## src/rtl/serial_byte_receiver.sv

```systemverilog
// serial_byte_receiver: 8N1 UART receive front end.
// Synchronises the raw line, rejects short start glitches, samples each bit at
// mid-bit, flags framing errors and parks in BREAK while the line is held low.
//
// Ports:
//   clk        system clock
//   rst        synchronous, active-high reset
//   rx_serial  raw asynchronous UART line (idle high)
//   rx_valid   one-cycle pulse, a good byte is on rx_byte
//   rx_byte    last good byte (LSB received first), held between pulses
//   frame_err  one-cycle pulse, stop bit sampled low
//   busy       high whenever the FSM is not in IDLE
//   state_dbg  current FSM state encoding
//
// Optional feature: define RX_MAJORITY_VOTE_EN to take every sample point
// (start mid-check, data bits, stop bit) from a 2-of-3 vote over the last
// three synchronised line values instead of the single synchronised bit.
`timescale 1ns/1ps

module serial_byte_receiver #(
    parameter int unsigned CLKS_PER_BIT = 868,
    parameter int unsigned HALF_BIT     = (CLKS_PER_BIT - 1) / 2
) (
    input  logic       clk,
    input  logic       rst,
    input  logic       rx_serial,
    output logic       rx_valid,
    output logic [7:0] rx_byte,
    output logic       frame_err,
    output logic       busy,
    output logic [2:0] state_dbg
);

    localparam int unsigned CNT_W = $clog2(CLKS_PER_BIT);
    localparam logic [CNT_W-1:0] CNT_LAST = CNT_W'(CLKS_PER_BIT - 1);
    localparam logic [CNT_W-1:0] CNT_HALF = CNT_W'(HALF_BIT);

    typedef enum logic [2:0] {
        IDLE    = 3'd0,
        START   = 3'd1,
        DATA    = 3'd2,
        STOP    = 3'd3,
        CLEANUP = 3'd4,
        BREAK   = 3'd5
    } state_t;

    state_t           state, state_next;
    logic             sync_meta, rx_s;
    logic [CNT_W-1:0] clk_cnt, cnt_next;
    logic [2:0]       bit_idx, idx_next;
    logic [7:0]       shift_reg, shift_next;
    logic [7:0]       byte_next;
    logic             valid_next, ferr_next;
    logic             sample_c;

    // Two-flop synchroniser; idle-high reset value avoids a false start.
    always_ff @(posedge clk) begin
        if (rst) begin
            sync_meta <= 1'b1;
            rx_s      <= 1'b1;
        end else begin
            sync_meta <= rx_serial;
            rx_s      <= sync_meta;
        end
    end

`ifdef RX_MAJORITY_VOTE_EN
    logic [2:0] vote_sr;

    // History of the synchronised line; a single-cycle glitch is outvoted.
    always_ff @(posedge clk) begin
        if (rst) begin
            vote_sr <= 3'b111;
        end else begin
            vote_sr <= {vote_sr[1:0], rx_s};
        end
    end

    assign sample_c = (vote_sr[0] & vote_sr[1]) |
                      (vote_sr[0] & vote_sr[2]) |
                      (vote_sr[1] & vote_sr[2]);
`else
    assign sample_c = rx_s;
`endif

    // State and datapath registers.
    always_ff @(posedge clk) begin
        if (rst) begin
            state     <= IDLE;
            clk_cnt   <= '0;
            bit_idx   <= 3'd0;
            shift_reg <= 8'h00;
            rx_byte   <= 8'h00;
            rx_valid  <= 1'b0;
            frame_err <= 1'b0;
            busy      <= 1'b0;
        end else begin
            state     <= state_next;
            clk_cnt   <= cnt_next;
            bit_idx   <= idx_next;
            shift_reg <= shift_next;
            rx_byte   <= byte_next;
            rx_valid  <= valid_next;
            frame_err <= ferr_next;
            busy      <= (state_next != IDLE);
        end
    end

    assign state_dbg = state;

    // Next-state and next-datapath logic.
    always_comb begin
        state_next = state;
        cnt_next   = clk_cnt;
        idx_next   = bit_idx;
        shift_next = shift_reg;
        byte_next  = rx_byte;
        valid_next = 1'b0;
        ferr_next  = 1'b0;

        case (state)
            IDLE: begin
                cnt_next = '0;
                idx_next = 3'd0;
                if (!rx_s) begin
                    state_next = START;
                end
            end
            START: begin
                // Re-check the start bit at mid-bit; a high line means a glitch.
                if (clk_cnt == CNT_HALF) begin
                    cnt_next   = '0;
                    state_next = sample_c ? IDLE : DATA;
                end else begin
                    cnt_next = clk_cnt + CNT_W'(1);
                end
            end
            DATA: begin
                if (clk_cnt == CNT_LAST) begin
                    cnt_next            = '0;
                    shift_next[bit_idx] = sample_c;
                    if (bit_idx == 3'd7) begin
                        idx_next   = 3'd0;
                        state_next = STOP;
                    end else begin
                        idx_next = bit_idx + 3'd1;
                    end
                end else begin
                    cnt_next = clk_cnt + CNT_W'(1);
                end
            end
            STOP: begin
                if (clk_cnt == CNT_LAST) begin
                    cnt_next = '0;
                    if (sample_c) begin
                        byte_next  = shift_reg;
                        valid_next = 1'b1;
                        state_next = CLEANUP;
                    end else begin
                        ferr_next  = 1'b1;
                        state_next = BREAK;
                    end
                end else begin
                    cnt_next = clk_cnt + CNT_W'(1);
                end
            end
            CLEANUP: begin
                state_next = IDLE;
            end
            BREAK: begin
                // Hold here while the line stays low so a break is not a start bit.
                if (rx_s) begin
                    state_next = IDLE;
                end
            end
            default: begin
                state_next = IDLE;
            end
        endcase
    end

endmodule

```

## config.mk

```make
export PLATFORM = sky130hd
export DESIGN_NAME = serial_byte_receiver
export DESIGN_NICKNAME = d
export VERILOG_FILES = /design/src/rtl/serial_byte_receiver.sv
export SDC_FILE = /design/constraint.sdc
export NUM_CORES = 1
export LEC_CHECK = 0
export ABC_AREA = 0
export BUFFER_PORTS_ARGS = -buffer_cell sky130_fd_sc_hd__buf_4
export CORE_MARGIN = 3
export CORE_UTILIZATION = 50
export CTS_CLUSTER_DIAMETER = 100
export CTS_CLUSTER_SIZE = 25
export DETAILED_ROUTE_END_ITERATION = 16
export GPL_TIMING_DRIVEN = 0
export PLACE_DENSITY = 0.78
export REMOVE_ABC_BUFFERS = 1
export SETUP_SLACK_MARGIN = 0.05
export SYNTH_ARGS = -nofsm -noshare
export SYNTH_HDL_FRONTEND = slang
export SYNTH_SLANG_ARGS = --single-unit
```

## constraint.sdc

```tcl
create_clock -name clk -period 5.9 [get_ports clk]
set_clock_uncertainty 0.15 [all_clocks]
set_input_delay 1.18 -clock clk [delete_from_list [all_inputs] [get_ports clk]]
set_output_delay 1.18 -clock clk [all_outputs]
set_load 0.05 [all_outputs]
```

==> impl_metrics.py <==
metrics = {
    "outcome": {
        "status": "finished clean",
    },
    "global_route": {
        "grt_pass1_vias": 1342,
        "grt-ovfl-total": 0,
        "antenna_found_initial": 0,
        "grt_util_all_layers_pct": 18.82,
        "grt_pass1_wl_mm": 6.230,
        "grt_start_max_net_pins": 37,
    },
    "synth": {
        "ys_top_cells_by_area": "dfxtp_1 (42%), nand2_1 (7.4%), mux2i_1 (5.7%), a21oi_1 (4.2%), nor2_1 (3.8%)",
        "synth_cells": 212,
        "synth_seq_cells": 37,
        "synth.cell_area_sq_um": 1768,
        "synth_top_area_share_pct": 41.90,
        "syn_area_per_cell_sq_um": 8.339,
        "synth_edf_count": 0,
        "synth.distinct_cells": 40,
        "async_reset_ff_share_pct": 0,
        "ys_seq_area_share_pct": 41.90,
        "synthFlopType": "dfxtp_1",
        "yosys.area.top_type": "dfxtp_1",
        "yosysWarnings": 0,
    },
    "place": {
        "gp_congestion": 0.8306,
        "place_inst": 259,
        "place_area_sq_um": 1893,
        "place_hpwl_mm": 2.369,
        "io_buffers": 16,
    },
    "final_layout": {
        "final_nets": 229,
        "drive_above_1_share_pct": 14.35,
        "final_cell_mix": "dfxtp_1 (37), nand2_1 (35), nor2_1 (18), buf_4 (16), a21oi_1 (15)",
        "diodes": 0,
        "mostFrequentLayoutCell": "dfxtp_1",
        "stdcell_area_sq_um": 1958,
        "final_cell_count_no_fill": 267,
        "largest_reg_flops": 10,
        "areaGrowthSynthToFinish_pct": 10.76,
    },
    "critical_path": {
        "cp-startpoint": "state_dbg[2]",
        "critical_path.max_stage_delay_ns": 0.89,
        "r2r_slack_ns": 3.53,
        "worstReg2RegEnd": "shift_reg[5]",
        "cp_top_family": "flip-flops",
        "path_buf_inv": 1,
        "critPathArrivalTime_ns": 1.57,
        "path_cells": "buf_4",
        "cp.depth": 1,
        "r2r-start": "state_dbg[2]",
        "end_kind": "primary output",
        "start_kind": "flip-flop",
        "crit_fanout": 27,
        "cp.required_ns": 4.57,
        "reg2regPathDepth": 5,
        "crit_path_end": "state_dbg[2]",
        "path_class": "flip-flop to primary output",
        "cp_slowest_cell": "dfxtp_1",
    },
    "job": {
        "maxCapViolations": 0,
    },
    "drt": {
        "post-route-drc-count": 0,
        "routedWlPerCell_um": 13.42,
        "vias": 1525,
        "drt_iter0_markers": 82,
        "first_pass_iters": 4,
        "postRouteAntennaNets": 0,
        "routed_wl_mm": 3.584,
        "viasPerCell": 5.712,
    },
    "hold_path": {
        "hp-class": "flip-flop to flip-flop",
    },
    "sta": {
        "fin_hold_ws_ns": 0.2748,
        "min_period_ns": 2.897,
        "setup-tns-final_ns": 0,
        "relSlewSlack_pct": 42.88,
        "hold_viol_final": 0,
        "worst_slew_pin_slew_ns": 0.8556,
        "rsz0062_at_grt": "false",
        "drv_slew": 0,
        "setup_viol": 0,
        "fmax_mhz": 345.2,
        "period_share_pct": 49.09,
    },
    "power_and_ir_drop": {
        "leakage_nw": 0.6831,
        "fin_total_pwr_uw": 417.8,
        "powerDensity_nw_per_um2": 213.4,
        "ir_drop_uv": 165.9,
    },
    "clock_network": {
        "ctsHtreeMaxLevel": 2,
        "post_cts_resized": 0,
        "cts_tree": "built",
        "path_clk_slew_ns": 0.11,
        "hold_buffers": 0,
        "post_cts_buffers": 0,
        "insertion_delay_ns": 0.35,
        "cts_buffers": 5,
        "clock_sinks": 37,
        "root_buffer": "clkbuf_4",
        "clk_path_buf_depth": 2,
    },
    "die": {
        "core_sq_um": 3203,
        "dieArea_sq_um": 4286,
        "fp-row-count": 20,
        "die_w_um": 65.47,
        "die_h_um": 65.47,
        "start_util_pct": 55.20,
        "boundaryPins": 17,
    },
}
-- where the power goes --
part	switching (mW)	internal [mW]
Combinational	0.0114	0.00594
Sequential	0.00356	0.251
Clock	0.0875	0.0581
-- Yosys cell counts, types with 2 or more instances --
master	n
nor3_1	7
or2_2	2
nand3_1	7
nand3b_1	2
nor4_1	4
xnor2_1	3
nand2b_1	3
ha_1	4
mux2i_1	10
dfxtp_1	37
nor4b_1	4
a31oi_1	6
inv_1	3
o21a_1	4
nand4_1	5
nor2b_1	3
and2_1	2
nor3b_1	3
nand2_1	35
or4_1	3
and3_1	3
a22oi_1	2
a21oi_1	15
clkbuf_1	12
nor2_1	18
-- metrics by stage --
stage          setup slack, ns  utilization (%)
6_report                 3.003            61.13
5_1_grt                  2.872            61.13
4_1_cts                  2.992            61.13
3_5_place_dp             3.377            59.10
3_3_place_gp             3.367            59.10
2_1_floorplan            3.570                -
-- area by class of cell --
| class | instances | area [sq um] |
|---|---|---|
| clock inverter | 2 | 13.76 |
| tap | 44 | 55.05 |
| fill | 315 | 1245 |
| sequential | 37 | 740.7 |
| clock buffer | 6 | 51.30 |
| inverter | 3 | 11.26 |
| multi-input combinational | 159 | 965.9 |
| timing repair buffer | 16 | 120.1 |
-- kinds of logic (layout without fill, tap and decap cells) --
group / count (synthesis) / after routing / synth area share, %
XOR/XNOR: 3 / 3 / 1.486
AND/OR/NAND/NOR: 108 / 108 / 32.98
AO/OA/AOI/OAI: 34 / 34 / 11.68
adder cells (fa/ha/maj): 4 / 4 / 2.831
flip-flops: 37 / 37 / 41.90
multiplexers: 10 / 10 / 5.662
buffers and inverters: 16 / 27 / 3.467
-- per-layer routing --
metal,wire length [um],GRT usage (%)
met3,169,5.128
met1,1763,24.95
met5,0,0
met2,1588,28.82
met4,62,7.772
-- worst min path at each step --
| stage | slack [ns] | from | cells past startpoint | end |
|---|---|---|---|---|
| floorplan | 0.24 | sync_meta | 1 | rx_s |
| CTS | 0.28 | sync_meta | 1 | rx_s |
| detailed placement | 0.25 | sync_meta | 1 | rx_s |
| global route | 0.30 | sync_meta | 1 | rx_s |
| finish | 0.27 | sync_meta | 1 | rx_s |
| global placement | 0.25 | sync_meta | 1 | rx_s |
(Power assumes the default switching activity.)
